**src/rtl/bpc_pkg.sv**
```systemverilog
// ---------------------------------------------------------------------------
// bpc_pkg
// Shared definitions for the bit-plane compression encoder datapath.
//   WORD_W    : word width in bits (only 16 is supported downstream)
//   LANES     : words per beat
//   BLK_BEATS : beats per compression block (power of two)
//   DATA_W    : beat width in bits
//   CNT_W     : width of a beat-in-block counter
// Lane ordering: lane k occupies bits [DATA_W-1-WORD_W*k -: WORD_W], so
// lane 0 sits in the most significant word and is the earliest word.
// ---------------------------------------------------------------------------
package bpc_pkg;

    localparam int WORD_W    = 16;
    localparam int LANES     = 4;
    localparam int BLK_BEATS = 16;
    localparam int DATA_W    = WORD_W * LANES;
    localparam int CNT_W     = $clog2(BLK_BEATS);

    typedef logic [WORD_W-1:0] word_t;
    typedef logic [DATA_W-1:0] beat_t;

    // Extract lane 'lane' from a beat (lane 0 = most significant word).
    function automatic word_t lane_slice(input beat_t beat, input int unsigned lane);
        return word_t'(beat >> (WORD_W * (LANES - 1 - lane)));
    endfunction

endpackage : bpc_pkg

```
**src/rtl/delta_engine_if.sv**
```systemverilog
// ---------------------------------------------------------------------------
// delta_engine_if
// Beat stream bundle around the delta-transform stage.
//   data_i/valid_i/ready_o : upstream side (raw beats in)
//   data_o/valid_o/ready_i : downstream side (delta beats out)
//   first_o/last_o         : block position of the beat on data_o
//   bypass_i               : only present when DELTA_BYPASS_EN is defined
// Modports: slave = the delta engine, master = its environment.
// ---------------------------------------------------------------------------
interface delta_engine_if;
    import bpc_pkg::*;

    beat_t data_i;
    logic  valid_i;
    logic  ready_o;
    beat_t data_o;
    logic  valid_o;
    logic  ready_i;
    logic  first_o;
    logic  last_o;
`ifdef DELTA_BYPASS_EN
    logic  bypass_i;
`endif

    modport slave (
        input  data_i,
        input  valid_i,
        output ready_o,
        output data_o,
        output valid_o,
        input  ready_i,
        output first_o,
`ifdef DELTA_BYPASS_EN
        input  bypass_i,
`endif
        output last_o
    );

    modport master (
        output data_i,
        output valid_i,
        input  ready_o,
        input  data_o,
        input  valid_o,
        output ready_i,
        input  first_o,
`ifdef DELTA_BYPASS_EN
        output bypass_i,
`endif
        input  last_o
    );

endinterface : delta_engine_if

```
**src/rtl/delta_lane.sv**
```systemverilog
// ---------------------------------------------------------------------------
// delta_lane
// Combinational single-lane delta: delta_o = base_i ? cur_i : cur_i - prev_i,
// with the subtraction wrapping modulo 2^WORD_W.
//   cur_i   : current word
//   prev_i  : preceding word in the chain
//   base_i  : pass cur_i through unchanged (block base word)
//   delta_o : transformed word
// ---------------------------------------------------------------------------
module delta_lane
    import bpc_pkg::*;
(
    input  word_t cur_i,
    input  word_t prev_i,
    input  logic  base_i,
    output word_t delta_o
);

    // Base select and wrapping difference.
    always_comb begin
        delta_o = cur_i;
        if (base_i) begin
            delta_o = cur_i;
        end else begin
            delta_o = cur_i - prev_i;
        end
    end

endmodule : delta_lane

```
**src/rtl/delta_engine.sv**
```systemverilog
// ---------------------------------------------------------------------------
// delta_engine
// Delta-transform stage feeding the sign-reduction engine. Blocks are
// BLK_BEATS beats of LANES words. Word 0 of a block passes through as base;
// every later word becomes its wrapping difference from the preceding word,
// with the chain carried across beats via the previous-word register.
// One registered output stage with valid/ready on both sides.
//   clk  : clock
//   rst  : asynchronous active-high reset
//   bus  : delta_engine_if.slave (data_i/valid_i/ready_o in,
//          data_o/valid_o/ready_i/first_o/last_o out)
// Optional build macro: DELTA_BYPASS_EN adds bus.bypass_i, sampled on
// accept of beat 0 and held for the block; a bypassed block passes raw.
// ---------------------------------------------------------------------------
module delta_engine
    import bpc_pkg::*;
(
    input  logic           clk,
    input  logic           rst,
    delta_engine_if.slave  bus
);

    logic             ready_s;
    logic             accept_s;
    logic             base_s;
    logic             last_beat_s;
    logic [CNT_W-1:0] cnt_r;
    word_t            prev_r;
    beat_t            data_r;
    logic             valid_r;
    logic             first_r;
    logic             last_r;
    word_t            lane_in_s   [LANES];
    word_t            lane_prev_s [LANES];
    word_t            lane_out_s  [LANES];
    beat_t            delta_s;
    beat_t            next_data_s;

    // The output register may take a new beat when empty or draining.
    assign ready_s     = ~valid_r | bus.ready_i;
    assign accept_s    = bus.valid_i & ready_s;
    assign base_s      = (cnt_r == CNT_W'(0));
    assign last_beat_s = (cnt_r == CNT_W'(BLK_BEATS - 1));

    // Lane 0 chains from the previous beat; other lanes chain within the beat.
    // Only lane 0 can be a block base word.
    for (genvar k = 0; k < LANES; k++) begin : g_lane
        assign lane_in_s[k] = lane_slice(bus.data_i, k);
        if (k == 0) begin : g_head
            assign lane_prev_s[k] = prev_r;
            delta_lane u_lane (
                .cur_i   (lane_in_s[k]),
                .prev_i  (lane_prev_s[k]),
                .base_i  (base_s),
                .delta_o (lane_out_s[k])
            );
        end else begin : g_tail
            assign lane_prev_s[k] = lane_in_s[k-1];
            delta_lane u_lane (
                .cur_i   (lane_in_s[k]),
                .prev_i  (lane_prev_s[k]),
                .base_i  (1'b0),
                .delta_o (lane_out_s[k])
            );
        end
    end

    // Reassemble lane results into beat order (lane 0 in the top word).
    always_comb begin
        delta_s = '0;
        for (int k = 0; k < LANES; k++) begin
            delta_s[DATA_W-1-WORD_W*k -: WORD_W] = lane_out_s[k];
        end
    end

`ifdef DELTA_BYPASS_EN
    logic byp_blk_r;
    logic byp_s;

    // On beat 0 the live bypass_i decides; later beats use the latched value.
    always_comb begin
        byp_s = byp_blk_r;
        if (base_s) begin
            byp_s = bus.bypass_i;
        end else begin
            byp_s = byp_blk_r;
        end
    end

    // Select raw or transformed beat for the output register.
    always_comb begin
        next_data_s = delta_s;
        if (byp_s) begin
            next_data_s = bus.data_i;
        end else begin
            next_data_s = delta_s;
        end
    end

    // Latch the bypass decision for the whole block at beat 0.
    always_ff @(posedge clk or posedge rst) begin
        if (rst) begin
            byp_blk_r <= 1'b0;
        end else if (accept_s && base_s) begin
            byp_blk_r <= bus.bypass_i;
        end else begin
            byp_blk_r <= byp_blk_r;
        end
    end
`else
    // Every block is delta-transformed.
    always_comb begin
        next_data_s = delta_s;
    end
`endif

    // Output stage, beat counter and previous-word register.
    // Registers move only on accept; an output handshake without a new
    // accept just drops valid, leaving data/first/last as they were.
    always_ff @(posedge clk or posedge rst) begin
        if (rst) begin
            data_r  <= '0;
            valid_r <= 1'b0;
            first_r <= 1'b0;
            last_r  <= 1'b0;
            cnt_r   <= '0;
            prev_r  <= '0;
        end else if (accept_s) begin
            data_r  <= next_data_s;
            valid_r <= 1'b1;
            first_r <= base_s;
            last_r  <= last_beat_s;
            cnt_r   <= cnt_r + CNT_W'(1);
            prev_r  <= lane_in_s[LANES-1];
        end else if (valid_r && bus.ready_i) begin
            valid_r <= 1'b0;
        end else begin
            valid_r <= valid_r;
        end
    end

    assign bus.ready_o = ready_s;
    assign bus.data_o  = data_r;
    assign bus.valid_o = valid_r;
    assign bus.first_o = first_r;
    assign bus.last_o  = last_r;

endmodule : delta_engine

```
**src/flat_wrapper.sv**
```systemverilog
// flat-port wrapper written by rule: the top's interface ports become plain ports
module delta_engine_flat import bpc_pkg::*;
  (clk, rst, bus_data_i, bus_valid_i, bus_ready_o, bus_data_o, bus_valid_o, bus_ready_i, bus_first_o, bus_last_o);
  delta_engine_if bus_i ();
  input  logic clk;
  input  logic rst;
  input wire logic [$bits(bus_i.data_i)-1:0] bus_data_i;
  input wire logic [$bits(bus_i.valid_i)-1:0] bus_valid_i;
  output wire logic [$bits(bus_i.ready_o)-1:0] bus_ready_o;
  output wire logic [$bits(bus_i.data_o)-1:0] bus_data_o;
  output wire logic [$bits(bus_i.valid_o)-1:0] bus_valid_o;
  input wire logic [$bits(bus_i.ready_i)-1:0] bus_ready_i;
  output wire logic [$bits(bus_i.first_o)-1:0] bus_first_o;
  output wire logic [$bits(bus_i.last_o)-1:0] bus_last_o;
  assign bus_i.data_i = bus_data_i;
  assign bus_i.valid_i = bus_valid_i;
  assign bus_ready_o = bus_i.ready_o;
  assign bus_data_o = bus_i.data_o;
  assign bus_valid_o = bus_i.valid_o;
  assign bus_i.ready_i = bus_ready_i;
  assign bus_first_o = bus_i.first_o;
  assign bus_last_o = bus_i.last_o;
  delta_engine u_core (.clk(clk), .rst(rst), .bus(bus_i));
endmodule
```
**config.mk**
```make
export PLATFORM = sky130hd
export DESIGN_NAME = delta_engine_flat
export DESIGN_NICKNAME = d
export VERILOG_FILES = /design/src/rtl/bpc_pkg.sv /design/src/rtl/delta_engine_if.sv /design/src/rtl/delta_lane.sv /design/src/rtl/delta_engine.sv /design/src/flat_wrapper.sv
export SDC_FILE = /design/constraint.sdc
export NUM_CORES = 1
export LEC_CHECK = 0
export ABC_CLOCK_PERIOD_IN_PS = 3200
export CAP_MARGIN = 5
export CORE_MARGIN = 1
export CORE_UTILIZATION = 45
export CTS_CLUSTER_SIZE = 25
export DETAILED_ROUTE_END_ITERATION = 12
export GPL_ROUTABILITY_DRIVEN = 0
export GPL_TIMING_DRIVEN = 0
export PLACE_DENSITY = 0.79
export SLEW_MARGIN = 15
export SYNTH_ARGS = -nofsm -noshare
export SYNTH_HDL_FRONTEND = slang
export SYNTH_HIERARCHICAL = 1
export SYNTH_SLANG_ARGS = --single-unit
```
**constraint.sdc**
```tcl
create_clock -name clk -period 3.2 [get_ports clk]
set_input_delay 0.8 -clock clk [delete_from_list [all_inputs] [get_ports clk]]
set_output_delay 0.8 -clock clk [all_outputs]
set_load 0.005 [all_outputs]
```
==> flow_metrics.py, run 1 <==
metrics = {
    "timing": {
        "period_share_pct": 97.8,
        "timing.final.ws_setup_ns": 0.0694,
        "tightestPinTransition_ns": 1.03,
        "min_period_ns": 3.13,
        "finalHoldViolCount": 0,
        "final.setup_skew_ns": 0.0108,
        "drv_slew": 0,
        "setup_tns_ns": 0,
        "setup_viol": 0,
        "max_freq_mhz": 319,
        "rsz0062_at_grt": "yes",
        "relSlewSlack_pct": 30.9,
    },
    "power_and_ir_drop": {
        "power_frac_comb_pct": 46.1,
        "clkPwrFrac_pct": 20.7,
        "ir_worst_vdd_uv": 303,
        "p_per_area_nw_per_um2": 504,
        "p_int_mw": 3.26,
        "p_leak_nw": 4.50,
        "netSwitchingFraction_pct": 32.7,
        "sequentialPowerShare_pct": 33.2,
        "power.switching_mw": 1.59,
    },
    "route": {
        "route.antenna.remaining_nets": 0,
        "drt-pass1-iter-count": 5,
        "wire_per_inst_um": 16.8,
        "viasPerCell": 5.44,
        "num_vias": 6604,
        "first_iter_violations": 468,
        "route.detailed.drc": 0,
        "wl_mm": 20.4,
    },
    "grt": {
        "grt_max_degree": 45,
        "grt_pass1_vias": 6391,
        "grt-ovfl-total": 0,
        "grtUsageTotal_pct": 24.1,
        "grt_antenna_before_repair": 0,
        "grt_pass1_wl_mm": 32.6,
    },
    "placement": {
        "place_area_um2": 9300,
        "dp_hpwl_mm": 16.1,
        "io_buffers": 135,
        "place_ws_ns": -0.393,
        "place_inst": 1197,
    },
    "setup_path": {
        "slowest_delay_ns": 0.57,
        "cpMostUsedCell": "o311ai_1",
        "crit-reg2reg-launch": "u_core/cnt_r[0]",
        "reg2reg_depth": 8,
        "cp_max_fo": 3,
        "reg2reg_slack_ns": 0.58,
        "required_ns": 3.44,
        "critPathKind": "in2reg",
        "endpoint_kind": "flop",
        "worstSetupStartpointType": "primary input",
        "path_cells": "clkdlybuf4s50_1, inv_1, ha_1, fa_1, nor2b_1, o211ai_1, nand2_1, a21oi_1, o311ai_1, o311ai_1, mux2_2",
        "r2r_end": "u_core/bus.data_o[60]",
        "crit_arrival_ns": 3.37,
        "critPathSlowestCell": "clkdlybuf4s50_1",
    },
    "worst_hold_path": {
        "worstHoldPathCells": 1,
        "worstHoldStart": "u_core/cnt_r[3]",
        "hold_class": "reg2reg",
        "min_to": "u_core/cnt_r[3]",
    },
    "clocking": {
        "clock_path_buffers": 2,
        "cts_sinks": 87,
        "clk_pin_slew_worst_paths_ns": 0.07,
        "tritoncts": "yes",
        "cts_buffers": 9,
        "root_buffer": "clkbuf_16",
        "insertion_delay_ns": 0.35,
        "cts_max_level": 3,
    },
    "synth": {
        "yosysSeqAreaShare_pct": 28.8,
        "netlist_area_um2": 7560,
        "synthTopCellsByArea": "dfrtp_1 29%, mux2_4 12%, ha_1 10%",
        "synth-xor-area-share_pct": 4.52,
        "syn_inst": 821,
        "synth-async-reset-ratio_pct": 100,
        "synth_top_family_by_area": "compound AO/OA/AOI/OAI gates",
        "synth-simple-area-share_pct": 15.2,
        "synthAdderAreaFrac_pct": 11.3,
        "post_synth.cell_area_avg_um2": 9.21,
        "synth_area_leader_cell": "dfrtp_1",
        "ys_ff_latch": 87,
        "yosys.cell_types.count": 61,
        "synth_edf_count": 0,
        "synth_mux_area_share_pct": 15.6,
        "synth-compound-area-share_pct": 17.9,
        "synth_top_area_share_pct": 28.8,
        "synthFlopType": "dfrtp_1",
        "yosysWarnings": 6,
    },
    "final_layout": {
        "fin_nets": 1124,
        "areaGrowthSynthToFinish_pct": 27.1,
        "design_area_um2": 9610,
        "antenna_cells": 0,
        "final_util_pct": 58.2,
        "fin_cells": 1215,
        "drive_above_1_share_pct": 13.3,
    },
    "die": {
        "std_cell_rows": 47,
        "core_um2": 16500,
        "die_w_um": 132,
        "io_pins": 136,
        "initial_utilization_pct": 45.8,
        "die_h_um": 132,
        "die_area_um2": 17300,
    },
    "outcome": {
        "status": "complete, no violations",
    },
    "run": {
        "maxCapViolCount": 0,
    },
}
==> per-layer routing <==
metal | global-route usage (%) | wire length, um | vias up | part of all wire, %
li1 | - | - | 3239 | -
met1 | 32.4 | 9500 | 3109 | 47
met2 | 37.9 | 9190 | 215 | 45
met3 | 4.71 | 1090 | 41 | 5.3
met4 | 9.56 | 594 | 0 | 2.9
met5 | 0 | 0 | - | 0
==> flip-flops by register name, summed over array words and instances, names as in the netlist <==
| register | flops |
|---|---|
| u_core/bus.data_o | 64 |
| u_core/prev_r | 16 |
| u_core/cnt_r | 4 |
| u_core/bus.first_o | 1 |
| u_core/bus.last_o | 1 |
| u_core/bus.valid_o | 1 |
==> cells in the mapped netlist, types with 14 or more instances <==
cell,n
nor2b_1,15
a21o_1,15
nand2_1,95
nand3_1,26
xnor2_1,22
xor2_1,17
inv_1,78
mux2_4,60
o211ai_1,14
o21ai_0,66
mux2_2,23
a21oi_1,32
dfrtp_1,87
ha_1,62
nor2_1,29
==> critical path, delay by kind of cell <==
family,cells,cell delay [ns]
AO/OA/AOI/OAI,4,0.70
multiplexers,1,0.28
adder cells (fa/ha/maj),2,0.63
AND/OR/NAND/NOR,2,0.30
buffers and inverters,2,0.65
==> metrics by stage <==
stage               power, mW  hold WS (ns)
global placement         3.77         0.481
global route             5.14         0.513
finish                   4.85         0.496
detailed placement       3.82         0.485
CTS                      4.86         0.497
floorplan                2.90         0.459
==> cell families (layout without fill, tap and decap cells) <==
group | Yosys count | in the layout
DFF | 87 | 87
adders and majority gates | 66 | 66
xor gates and xnor gates | 39 | 39
other | 1 | 21
and+or+nand+nor | 236 | 236
AOI/OAI and AO/OA | 205 | 205
muxes | 85 | 85
buffers and inverters | 102 | 256
==> repair_timing <==
action	CTS	global route
hold buffers	0	0
buffers inserted	2	0
setup endpoints to repair	1	9
resized for setup	0	11
pin swaps	1	1
==> worst max-delay path by stage <==
stage                         from               endpoint  slack [ns]
finish              bus_data_i[16]  u_core/bus.data_o[30]        0.07
global route        bus_data_i[36]  u_core/bus.data_o[25]       -0.02
CTS                 bus_data_i[48]  u_core/bus.data_o[60]       0.005
detailed placement  bus_data_i[48]  u_core/bus.data_o[60]       -0.39
global placement               rst  u_core/bus.data_o[28]       -1.31
floorplan                      rst   u_core/bus.data_o[0]        0.15
==> power groups by stage <==
stage          registers, mW  clock network (mW)  logic [mW]
2_1_floorplan           1.60                   0        1.30
3_3_place_gp            1.62                   0        2.15
3_5_place_dp            1.63                   0        2.20
4_1_cts                 1.61                1.03        2.22
5_1_grt                 1.65                1.07        2.42
6_report                1.61                1.00        2.23
==> cells in the final DEF (no fill, tap or decap), drive strengths merged, types with 6 or more instances in the layout <==
cell	count
a21o	15
a21oi	37
a31oi	6
and2	8
and3	13
buf	16
clkbuf	23
clkdlybuf4s50	131
conb	21
dfrtp	87
ha	62
inv	78
mux2	83
nand2	96
nand2b	13
nand3	26
nor2	29
nor2b	15
nor3	12
nor3b	10
o211ai	14
o21a	11
o21ai	72
o31ai	11
xnor2	22
xor2	17
==> cell type report <==
class / instances / area (um^2)
clock buffer: 12 / 246
inverter: 78 / 295
timing repair buffer: 138 / 1400
buffer: 24 / 213
multi-input combinational: 652 / 4970
tap: 220 / 275
sequential: 87 / 2180
fill: 1469 / 6910
clock inverter: 4 / 31.3
No activity file was read; power rests on OpenSTA's default activity.
==> run 2: changes to the inputs <==
--- a/config.mk
+++ b/config.mk
@@ -14,7 +14,7 @@
 export GPL_ROUTABILITY_DRIVEN = 0
 export GPL_TIMING_DRIVEN = 0
 export PLACE_DENSITY = 0.79
-export SLEW_MARGIN = 15
+export SLEW_MARGIN = 10
 export SYNTH_ARGS = -nofsm -noshare
 export SYNTH_HDL_FRONTEND = slang
 export SYNTH_HIERARCHICAL = 1
==> results of run 2 <==
No change in the layout: final DEF, timing and power equal those of run 1.
==> run 3: changes to the inputs <==
--- a/config.mk
+++ b/config.mk
@@ -7,8 +7,10 @@
 export LEC_CHECK = 0
 export ABC_CLOCK_PERIOD_IN_PS = 3200
 export CAP_MARGIN = 5
+export CORE_ASPECT_RATIO = 0.75
 export CORE_MARGIN = 1
 export CORE_UTILIZATION = 45
+export CTS_BUF_LIST = sky130_fd_sc_hd__clkbuf_8
 export CTS_CLUSTER_SIZE = 25
 export DETAILED_ROUTE_END_ITERATION = 12
 export GPL_ROUTABILITY_DRIVEN = 0
==> run 3 against run 2 <==
Effect of this change: die area barely moved; sequential share of layout area rose by 0.37 points; largest power group unchanged; core utilization rose by 0.17 points.
==> flow_metrics.py, run 3 (same netlist as run 1, synthesis figures left out) <==
metrics = {
    "timing": {
        "timing.final.ws_setup_ns": 0.0989,
        "setup_viol": 0,
        "whs_ns": 0.495,
        "relSlewSlack_pct": 40.1,
        "max_freq_mhz": 322,
        "setup_tns_ns": 0,
        "rsz0062_at_grt": "no",
        "final.setup_skew_ns": 0.0112,
        "drv_slew": 0,
        "tightestPinTransition_ns": 0.897,
        "period_share_pct": 96.9,
        "finalHoldViolCount": 0,
        "min_period_ns": 3.10,
    },
    "grt": {
        "grt_antenna_before_repair": 0,
        "grt-ovfl-total": 0,
        "grt_max_degree": 54,
        "grt_pass1_vias": 6347,
        "grtUsageTotal_pct": 25.1,
        "grt_pass1_wl_mm": 33.3,
    },
    "setup_path": {
        "reg2reg_slack_ns": 0.64,
        "required_ns": 3.48,
        "crit_family": "adder cells",
        "endpoint_kind": "flop",
        "crit-reg2reg-launch": "u_core/prev_r[0]",
        "critPathSlowestCell": "clkdlybuf4s50_1",
        "path_cells": "clkdlybuf4s50_1, inv_1, ha_1, fa_1, nor2b_1, o21ai_1, nand2b_1, a31oi_4, o211ai_1, nor4b_1, nand3b_1, mux2_4",
        "reg2reg_depth": 10,
        "slowest_delay_ns": 0.52,
        "crit_buf_inv": 2,
        "worstSetupStartpointType": "primary input",
        "r2r_end": "u_core/bus.data_o[60]",
        "critPathKind": "in2reg",
        "crit_start": "bus_data_i[48]",
        "cp_max_fo": 5,
        "crit_arrival_ns": 3.38,
    },
    "worst_hold_path": {
        "hold_class": "reg2reg",
        "min_to": "u_core/cnt_r[3]",
        "worstHoldPathCells": 1,
        "worstHoldStart": "u_core/cnt_r[3]",
    },
    "final_layout": {
        "nFillCells": 1449,
        "fin_cells": 1203,
        "largest_reg_flops": 64,
        "final_util_pct": 58.3,
        "final_cell_mix": "135 x clkdlybuf4s50_1, 95 x nand2_1, 87 x dfrtp_1",
        "fin_nets": 1122,
        "design_area_um2": 9460,
        "areaGrowthSynthToFinish_pct": 25.1,
        "drive_above_1_share_pct": 13.1,
        "antenna_cells": 0,
        "layout_commonest_cell": "clkdlybuf4s50_1",
    },
    "route": {
        "wl_mm": 20.9,
        "first_iter_violations": 530,
        "viasPerCell": 5.57,
        "route.detailed.drc": 0,
        "drt-pass1-iter-count": 6,
        "route.antenna.remaining_nets": 0,
        "num_vias": 6700,
        "wire_per_inst_um": 17.4,
    },
    "power_and_ir_drop": {
        "p_leak_nw": 4.42,
        "ir_worst_vdd_uv": 217,
        "fin_total_pwr_mw": 4.58,
        "p_per_area_nw_per_um2": 484,
    },
    "clocking": {
        "clock_path_buffers": 2,
        "tritoncts": "yes",
        "insertion_delay_ns": 0.39,
        "cts_buffers": 9,
        "clk_pin_slew_worst_paths_ns": 0.09,
        "cts_max_level": 3,
        "cts_setup_buffers": 0,
        "cts_sinks": 87,
        "root_buffer": "clkbuf_8",
    },
    "placement": {
        "dp_hpwl_mm": 16.8,
        "io_buffers": 135,
        "place_ws_ns": -0.313,
        "place_area_um2": 9280,
        "place_inst": 1187,
    },
    "die": {
        "core_um2": 16200,
        "die_h_um": 114,
        "initial_utilization_pct": 46.7,
        "std_cell_rows": 40,
        "io_pins": 136,
        "die_w_um": 152,
        "die_area_um2": 17300,
    },
    "outcome": {
        "status": "complete, no violations",
    },
    "run": {
        "maxCapViolCount": 0,
    },
}
run 3: cell count changes in the layout (fill, tap and decap cells not counted), sizes merged:
cell | previous run | this run
buf | 16 | 14
clkbuf | 23 | 20
clkdlybuf4s50 | 131 | 135
clkinv | 1 | 5
clkinvlp | 3 | 0
dlymetal6s2s | 4 | 0
inv | 78 | 80
run 3: cell type report:
| class | count | area [um^2] | share of cell area (%) |
|---|---|---|---|
| Tap cell | 210 | 263 | 2.78 |
| Sequential cell | 87 | 2180 | 23.0 |
| Multi-Input combinational cell | 652 | 4960 | 52.5 |
| Clock inverter | 7 | 46.3 | 0.489 |
| Inverter | 78 | 295 | 3.12 |
| Timing Repair Buffer | 136 | 1380 | 14.6 |
| Buffer | 24 | 213 | 2.25 |
| Clock buffer | 9 | 124 | 1.31 |
run 3: repair_timing:
item,CTS,global route
resized for setup,0,5
setup endpoints to repair,0,4
hold buffers,0,0
run 3: power by group:
group	internal [mW]	leakage, nW	switching [mW]
registers	1.40	1.03	0.205
clock network	0.284	0.0935	0.456
logic	1.30	3.29	0.929
total	2.99	4.42	1.59
run 3: worst max-delay path by stage:
stage                                        to  depth (start not counted)
after floorplan            u_core/bus.data_o[0]                          1
after global routing      u_core/bus.data_o[44]                         11
after global placement    u_core/bus.data_o[44]                          2
final                     u_core/bus.data_o[60]                         12
after CTS                 u_core/bus.data_o[30]                         11
after detailed placement  u_core/bus.data_o[30]                         11
run 3: metal layers:
| metal | routed length, um | global-route usage, % |
|---|---|---|
| met1 | 9880 | 35.7 |
| met2 | 8840 | 37.0 |
| met3 | 1830 | 6.22 |
| met4 | 379 | 8.18 |
| met5 | 0 | 0 |
